--- config.mk ---
export PLATFORM = sky130hd
export DESIGN_NAME = regfile_arbiter
export DESIGN_NICKNAME = d
export VERILOG_FILES = /design/src/rtl/regfile_arbiter.sv
export SDC_FILE = /design/constraint.sdc
export NUM_CORES = 1
export LEC_CHECK = 0
export BUFFER_PORTS_ARGS = -buffer_cell sky130_fd_sc_hd__buf_2
export CORE_MARGIN = 2
export CORE_UTILIZATION = 33
export CTS_BUF_LIST = sky130_fd_sc_hd__clkbuf_4 sky130_fd_sc_hd__clkbuf_8 sky130_fd_sc_hd__clkbuf_16
export CTS_CLUSTER_SIZE = 10
export DETAILED_ROUTE_END_ITERATION = 10
export MAX_ROUTING_LAYER = met4
export SKIP_LAST_GASP = 1
export SLEW_MARGIN = 20
export SYNTH_ARGS = -nofsm -noshare
export SYNTH_HDL_FRONTEND = slang
export SYNTH_SLANG_ARGS = --single-unit
--- constraint.sdc ---
create_clock -name clk -period 4.75 [get_ports clk]
set_input_delay 0.7125 -clock clk [delete_from_list [all_inputs] [get_ports clk]]
set_output_delay 0.7125 -clock clk [all_outputs]
set_load 0.02 [all_outputs]
--- src/rtl/regfile_arbiter.sv ---
// Two-requester round-robin arbiter for a single register-file write/clear port.
// While idle, rf_addr walks the register file for the display scan.
//
// state   | meaning
// --------+-----------------------------------------------------------------
// IDLE    | no owner; rf_addr follows the scan counter; a request moves to GRANT
// GRANT   | one-cycle gnt plus rf_load or rf_clr for the latched winner
// RELEASE | waits for the winner to drop req, then returns to IDLE
module regfile_arbiter #(
   parameter int DATA_WIDTH = 4,
   parameter int ADDR_WIDTH = 3,
   parameter int SCAN_DIV   = 4
) (
   input  logic                  clk,
   input  logic                  rst_n,
   input  logic                  req0,
   input  logic                  req1,
   input  logic                  op0,
   input  logic                  op1,
   input  logic [ADDR_WIDTH-1:0] addr0,
   input  logic [ADDR_WIDTH-1:0] addr1,
   input  logic [DATA_WIDTH-1:0] din0,
   input  logic [DATA_WIDTH-1:0] din1,
   output logic                  gnt0,
   output logic                  gnt1,
   output logic                  rf_load,
   output logic                  rf_clr,
   output logic [ADDR_WIDTH-1:0] rf_addr,
   output logic [DATA_WIDTH-1:0] rf_din,
   output logic                  busy
);

   localparam int DIV_W = (SCAN_DIV > 0) ? SCAN_DIV : 1;
   localparam logic [DIV_W-1:0] DIV_RELOAD = DIV_W'((1 << SCAN_DIV) - 1);

   typedef enum logic [1:0] {
      IDLE    = 2'd0,
      GRANT   = 2'd1,
      RELEASE = 2'd2
   } state_t;

   state_t                  state_q;
   logic                    gnt0_q;
   logic                    gnt1_q;
   logic                    rf_load_q;
   logic                    rf_clr_q;
   logic [ADDR_WIDTH-1:0]   rf_addr_q;
   logic [DATA_WIDTH-1:0]   rf_din_q;
   logic                    busy_q;
   logic                    last_q;
   logic                    win_q;

   logic [ADDR_WIDTH-1:0]   scan_q;
   logic [ADDR_WIDTH-1:0]   scan_d;
   logic [DIV_W-1:0]        div_q;
   logic [DIV_W-1:0]        div_d;

   logic                    scan_tick;
   logic                    pick1;
   logic                    win_op;
   logic [ADDR_WIDTH-1:0]   win_addr;
   logic [DATA_WIDTH-1:0]   win_din;
   logic                    owner_req_low;

   // Scan only advances on edges that leave the block idle, so a transaction
   // freezes both the address and the divider phase.
   always_comb begin
      scan_tick     = (state_q == IDLE) && !req0 && !req1;
      scan_d        = scan_q;
      div_d         = div_q;
      if (scan_tick) begin
         if (div_q == '0) begin
            div_d  = DIV_RELOAD;
            scan_d = scan_q + ADDR_WIDTH'(1);
         end else begin
            div_d  = div_q - DIV_W'(1);
         end
      end
      pick1         = req1 && (!req0 || !last_q);
      win_op        = pick1 ? op1 : op0;
      win_addr      = pick1 ? addr1 : addr0;
      win_din       = pick1 ? din1 : din0;
      owner_req_low = win_q ? !req1 : !req0;
   end

   always_ff @(posedge clk or negedge rst_n) begin
      if (!rst_n) begin
         scan_q <= '0;
         div_q  <= DIV_RELOAD;
      end else begin
         scan_q <= scan_d;
         div_q  <= div_d;
      end
   end

   always_ff @(posedge clk or negedge rst_n) begin
      if (!rst_n) begin
         state_q   <= IDLE;
         gnt0_q    <= 1'b0;
         gnt1_q    <= 1'b0;
         rf_load_q <= 1'b0;
         rf_clr_q  <= 1'b0;
         rf_addr_q <= '0;
         rf_din_q  <= '0;
         busy_q    <= 1'b0;
         last_q    <= 1'b1;
         win_q     <= 1'b0;
      end else begin
         case (state_q)
            IDLE: begin
               if (req0 || req1) begin
                  state_q   <= GRANT;
                  busy_q    <= 1'b1;
                  win_q     <= pick1;
                  last_q    <= pick1;
                  gnt0_q    <= !pick1;
                  gnt1_q    <= pick1;
                  rf_load_q <= !win_op;
                  rf_clr_q  <= win_op;
                  rf_addr_q <= win_addr;
                  rf_din_q  <= win_din;
               end else begin
                  rf_addr_q <= scan_d;
               end
            end
            GRANT: begin
               state_q   <= RELEASE;
               gnt0_q    <= 1'b0;
               gnt1_q    <= 1'b0;
               rf_load_q <= 1'b0;
               rf_clr_q  <= 1'b0;
            end
            RELEASE: begin
               if (owner_req_low) begin
                  state_q   <= IDLE;
                  busy_q    <= 1'b0;
                  rf_addr_q <= scan_q;
               end
            end
            default: begin
               state_q   <= IDLE;
               gnt0_q    <= 1'b0;
               gnt1_q    <= 1'b0;
               rf_load_q <= 1'b0;
               rf_clr_q  <= 1'b0;
               busy_q    <= 1'b0;
               rf_addr_q <= scan_q;
            end
         endcase
      end
   end

   assign gnt0    = gnt0_q;
   assign gnt1    = gnt1_q;
   assign rf_load = rf_load_q;
   assign rf_clr  = rf_clr_q;
   assign rf_addr = rf_addr_q;
   assign rf_din  = rf_din_q;
   assign busy    = busy_q;

endmodule
==> results of run 1 <==
## kinds of logic after synthesis
family          after synthesis
buf+inv                      11
xor+xnor                      4
fa+ha+maj                     2
mux                           5
simple gates                 41
flops                        23
compound gates               31
## routing by layer
metal	routed length, um	part of all wire [%]
met5	0	0
met4	23	0.91
met3	139	5.5
met2	1184	47
met1	1185	47
## placed cells by master (no fill, tap or decap), types with 2 or more instances in the layout
master	Yosys	final
ha_1	2	2
dfstp_2	5	5
a21o_1	2	2
dfrtp_1	18	18
o22ai_1	3	3
inv_1	5	5
xnor2_1	3	3
buf_2	2	31
a22oi_1	2	2
nand3_1	4	4
mux2i_1	3	3
o211a_1	2	2
a21oi_1	4	4
nand2_1	20	20
o21ai_1	2	2
nor3_1	2	2
a32oi_1	4	4
nor2_1	8	8
clkbuf_8	0	3
## worst max-delay path by stage
stage | to | start | cells after the start | slack [ps]
3_5_place_dp | rf_addr[1] | req1 | 5 | 2780
2_1_floorplan | rf_addr[0] | req0 | 5 | 2980
5_1_grt | rf_din[2] | state_q[1] | 5 | 2910
6_report | rf_addr[0] | div_q[0] | 6 | 3040
4_1_cts | rf_addr[1] | req1 | 5 | 3050
3_3_place_gp | rf_addr[0] | req1 | 5 | 2810
## flip-flops by register name, summed over array words and instances, names as in the netlist
| register | cells |
|---|---|
| scan_q | 3 |
| gnt1 | 1 |
| div_q | 4 |
| gnt0 | 1 |
| busy | 1 |
| rf_addr | 3 |
| rf_load | 1 |
| state_q | 2 |
| last_q | 1 |
| rf_din | 4 |
| rf_clr | 1 |
| win_q | 1 |
## power by group
group	internal, mW	switching (mW)
logic	0.170	0.232
registers	0.302	0.101
clock network	0.0656	0.0624
## worst max-delay path, delay by kind of cell, from the launching register on
family	cells	cell delay (ps)
AO/OA/AOI/OAI	3	610
adder cells (fa/ha/maj)	1	220
buffers and inverters	1	60
flip-flops	1	530
AND/OR/NAND/NOR	1	180
## cell type report
type / instances / share of cell area [%]
sequential: 23 / 40.33
multi-input combinational: 83 / 39.81
timing repair buffer: 31 / 10.75
tap: 48 / 4.163
clock buffer: 4 / 3.382
inverter: 6 / 1.561
==> results.py, run 1 <==
metrics = {
    "run_status": {
        "status": "finished clean",
    },
    "clocking": {
        "clk_path_buf_depth": 2,
        "clk_latency_ps": 270,
        "numCtsBuffers": 3,
        "numClockSinks": 23,
        "h-tree-depth": 1,
        "post_cts_buffers": 0,
        "path_clk_slew_ps": 80,
        "holdBufCountCts": 0,
        "root_buffer": "clkbuf_8",
        "cts_resized": 0,
        "cts_tree": "done",
    },
    "setup_path": {
        "path_max_fanout": 3,
        "worstPathRequired_ps": 4900,
        "reg2reg_to": "rf_addr[0]",
        "r2r_start": "div_q[0]",
        "crit_type": "flip-flop to flip-flop",
        "start_kind": "flip-flop",
        "r2r_slack_ps": 3040,
        "crit_arrival_ps": 1860,
        "cp-end-kind": "flip-flop",
        "worst_path_max_delay_cell": "dfstp_2",
        "cpPeakStageDelay_ps": 530,
        "reg2regPathDepth": 6,
        "path_cells": "inv_1, ha_1, nor4b_2, a211oi_2, a211oi_1, o32a_1",
    },
    "die": {
        "row_count": 22,
        "die_h_um": 64.87,
        "initial_core_util_pct": 33.90,
        "die_w_um": 64.87,
        "io_pins": 32,
        "coreArea_mm2": 0.003606,
        "die_area_mm2": 0.004207,
    },
    "synthesis": {
        "synth_common_cells": "nand2_1, dfrtp_1, nor2_1",
        "synth_mux_area_share_pct": 4.606,
        "synth_most_common_cell": "nand2_1",
        "syn_avg_cell_area_um2": 10.45,
        "yosysTopAreaCellShare_pct": 36.85,
        "ys_types": 42,
        "synth-xor-area-share_pct": 2.866,
        "synth_top_family_by_area": "compound AO/OA/AOI/OAI gates",
        "ys_seq_area_share_pct": 47.59,
        "yosysTopAreaCell": "dfrtp_1",
        "postSynthCellCount": 117,
        "synthSimpleGateAreaFrac_pct": 18.22,
        "synthArstFlopShare_pct": 100.0,
        "synth_area_leaders": "dfrtp_1, dfstp_2, nand2_1",
        "synth_edf_count": 0,
        "syn-num-nets": 139,
        "synthFlopType": "dfrtp_1",
        "yosys_warnings": 0,
        "ys_seq_elements": 23,
        "synth_compound_area_share_pct": 19.24,
        "netlist_area_mm2": 0.001222,
        "synthAdderAreaFrac_pct": 2.047,
    },
    "cells_and_area": {
        "final_cell_area_mm2": 0.001443,
        "multi_input_area_um2": 574.3,
        "n_fill_cell": 360,
        "area_delta_synth_final_pct": 18.01,
        "drive_gt1_share_pct": 34.01,
        "register_area_um2": 581.8,
        "diodes": 0,
        "layout.nets": 170,
        "instances_no_fill": 195,
        "utilization_pct": 40.01,
    },
    "timing": {
        "post-route-worst-setup-slack_ps": 3044,
        "fin_crit_ps": 1706,
        "final.setup.tns_ps": 0,
        "drv_slew": 0,
        "max_clock_freq_mhz": 586.1,
        "worst_pin_slew_ps": 629.9,
        "relSlewSlack_pct": 58.01,
        "finalCritPeriodShare_pct": 35.92,
        "fin_hold_ws_ps": 407.8,
        "setup_viol": 0,
        "hold_viol": 0,
        "rsz0062_at_grt": "no",
        "clock_skew_ps": 7.531,
    },
    "global_routing": {
        "antenna_found_initial": 0,
        "use_met1_pct": 16.41,
        "grtUsageMet3_pct": 3.472,
        "grt_pass1_vias": 1010,
        "gr-usage-met2_pct": 23.20,
        "grt-busiest-layer": "met2",
        "gr-total-overflow": 0,
        "grt_max_degree": 24,
        "grt_pass1_wl_mm": 4.381,
        "gr-usage-all-layers_pct": 13.78,
    },
    "routing": {
        "viasPerCell": 4.954,
        "vias": 966,
        "drt-pass1-iter-count": 4,
        "wl_per_cell_um": 12.98,
        "drc": 0,
        "postRouteAntennaNets": 0,
        "drtIter0Drc": 40,
        "wl_mm": 2.532,
    },
    "power_and_ir_drop": {
        "p_total_mw": 0.9336,
        "power_per_cell_area_mw_per_mm2": 647.1,
        "p_leak_nw": 0.6895,
        "vdd.ir_drop.worst_mv": 0.2310,
    },
    "placement": {
        "dp_slack_ps": 2775,
        "numPortBuffers": 31,
        "gp_congestion": 0.7691,
        "dp_hpwl_mm": 1.880,
        "place_area_mm2": 0.001394,
        "placed_cells": 191,
    },
    "worst_hold_path": {
        "worstHoldPathType": "input pin to asynchronous set/reset pin",
    },
    "job": {
        "cap_violations": 0,
    },
}
Note: power is estimated with default switching activity, not from simulation.
==> run 2, diff against run 1 <==
Clock period 4.75 ns to 1.5 ns, I/O delays scaled along.
==> results.py, run 2 (synthesis results as in run 1) <==
metrics = {
    "run_status": {
        "status": "finished, violations left",
        "violations": "setup timing",
    },
    "setup_path": {
        "cp-end-kind": "flip-flop",
        "path_max_fanout": 3,
        "crit_end": "rf_addr[0]",
        "worstPathRequired_ps": 1650,
        "start_kind": "flip-flop",
        "reg2reg_to": "rf_addr[0]",
        "r2r_start": "div_q[1]",
        "critPathLaunch": "div_q[1]",
        "crit_type": "flip-flop to flip-flop",
        "crit_arrival_ps": 1680,
        "r2r_slack_ps": -20,
        "reg2regPathDepth": 6,
    },
    "clocking": {
        "path_clk_slew_ps": 80,
        "h-tree-depth": 1,
        "clk_latency_ps": 260,
        "root_buffer": "clkbuf_8",
        "cts_tree": "done",
        "numClockSinks": 23,
        "clk_path_buf_depth": 2,
        "numCtsBuffers": 3,
    },
    "power_and_ir_drop": {
        "p_leak_nw": 0.7747,
        "internal_power_mw": 1.924,
        "pwr-share-comb_pct": 49.4,
        "sw_frac_of_total_pct": 41.55,
        "pwr-share-seq_pct": 38.4,
        "clkPwrFrac_pct": 12.2,
        "vdd.ir_drop.worst_mv": 0.8410,
        "power_per_cell_area_mw_per_mm2": 2050,
        "p_total_mw": 3.291,
        "p_sw_mw": 1.367,
    },
    "cells_and_area": {
        "n_fill_cell": 366,
        "final_cell_area_mm2": 0.001605,
        "utilization_pct": 44.52,
        "register_area_um2": 583.1,
        "diodes": 0,
        "area_delta_synth_final_pct": 31.32,
        "layout_common_cells": "buf_2, nand2_1, dfrtp_1",
        "final_common_cell": "buf_2",
        "multi_input_area_um2": 613.1,
        "drive_gt1_share_pct": 44.79,
        "layout.nets": 186,
    },
    "timing": {
        "setup_viol": 1,
        "drv_slew": 0,
        "clock_skew_ps": 3.264,
        "fin_crit_ps": 1524,
        "finalCritPeriodShare_pct": 101.6,
        "max_clock_freq_mhz": 656.3,
        "rsz0062_at_grt": "yes",
        "relSlewSlack_pct": 64.97,
        "final.setup.tns_ps": -23.76,
        "worst_pin_slew_ps": 525.5,
        "fin_hold_ws_ps": 178.1,
        "hold_viol": 0,
        "post-route-worst-setup-slack_ps": -23.76,
    },
    "global_routing": {
        "gr-usage-all-layers_pct": 15.59,
        "gr-total-overflow": 0,
        "grt_pass1_wl_mm": 4.947,
        "grt_max_degree": 24,
        "grt_pass1_vias": 1095,
        "antenna_found_initial": 0,
    },
    "routing": {
        "drt-pass1-iter-count": 4,
        "wl_met2_mm": 1.333,
        "drtIter0Drc": 70,
        "wl_mm": 2.837,
        "drc": 0,
        "vias": 1062,
        "wl_met1_mm": 1.324,
        "wl_per_cell_um": 13.45,
        "met3_length_um": 124,
        "postRouteAntennaNets": 0,
        "viasPerCell": 5.033,
        "top_layer": "met4",
    },
    "worst_hold_path": {
        "worstHoldPathType": "input pin to flip-flop",
    },
    "die": {
        "row_count": 22,
        "die_area_mm2": 0.004207,
        "coreArea_mm2": 0.003606,
        "die_w_um": 64.87,
        "die_h_um": 64.87,
        "initial_core_util_pct": 33.90,
        "io_pins": 32,
    },
    "placement": {
        "gp_congestion": 0.8140,
        "place_area_mm2": 0.001479,
        "numPortBuffers": 31,
        "dp_hpwl_mm": 2.110,
    },
    "job": {
        "cap_violations": 0,
    },
}
[run 2: worst min path at each step]
stage	from	endpoint	depth (start not counted)	slack [ps]
5_1_grt	din1[1]	rf_din[1]	3	180
6_report	din1[0]	rf_din[0]	3	180
2_1_floorplan	rst_n	busy	0	-70
3_3_place_gp	rst_n	win_q	1	230
3_5_place_dp	rst_n	rf_din[2]	1	240
4_1_cts	din1[1]	rf_din[1]	3	170
[run 2: what timing repair did]
item,4_1_cts,5_1_grt
pin swaps,0,2
hold buffers,1,0
gates resized for setup,6,4
endpoints found under the setup margin,3,10
hold endpoints to repair,18,0
setup buffers,3,3
[run 2: layout make-up]
| type | instances | share of cell area, % |
|---|---|---|
| inverter | 6 | 1.403 |
| sequential | 23 | 36.32 |
| timing repair buffer | 47 | 17.30 |
| tap | 48 | 3.741 |
| multi-input combinational | 83 | 38.19 |
| clock buffer | 4 | 3.040 |
[run 2: per-layer routing]
metal	up-vias	GRT usage, %
li1	509	-
met1	523	18.60
met2	26	26.03
met5	-	-
met4	0	7.181
met3	4	2.257
[run 2: worst max-delay path, cell delays in order (launching register included)]
cell and delay [ps]:
dfstp_2 550, inv_2 40, ha_4 150, nor4b_4 130, a211oi_2 170, a211oi_2 70
o32a_1 290
[run 2: metrics by stage]
step | worst slack, ps | cells
6_report | -23.76 | 211
5_1_grt | -69.92 | 211
4_1_cts | -44.51 | 210
3_5_place_dp | -81.85 | 202
3_3_place_gp | -40.12 | 202
2_1_floorplan | 3.369 | 117
[run 2: power groups by stage]
| stage | logic, mW | registers (mW) | clock network (mW) |
|---|---|---|---|
| 5_1_grt | 1.81 | 1.31 | 0.449 |
| 2_1_floorplan | 0.853 | 1.35 | 0 |
| 3_3_place_gp | 1.45 | 1.22 | 0 |
| 6_report | 1.63 | 1.26 | 0.402 |
| 3_5_place_dp | 1.50 | 1.24 | 0 |
| 4_1_cts | 1.61 | 1.25 | 0.414 |
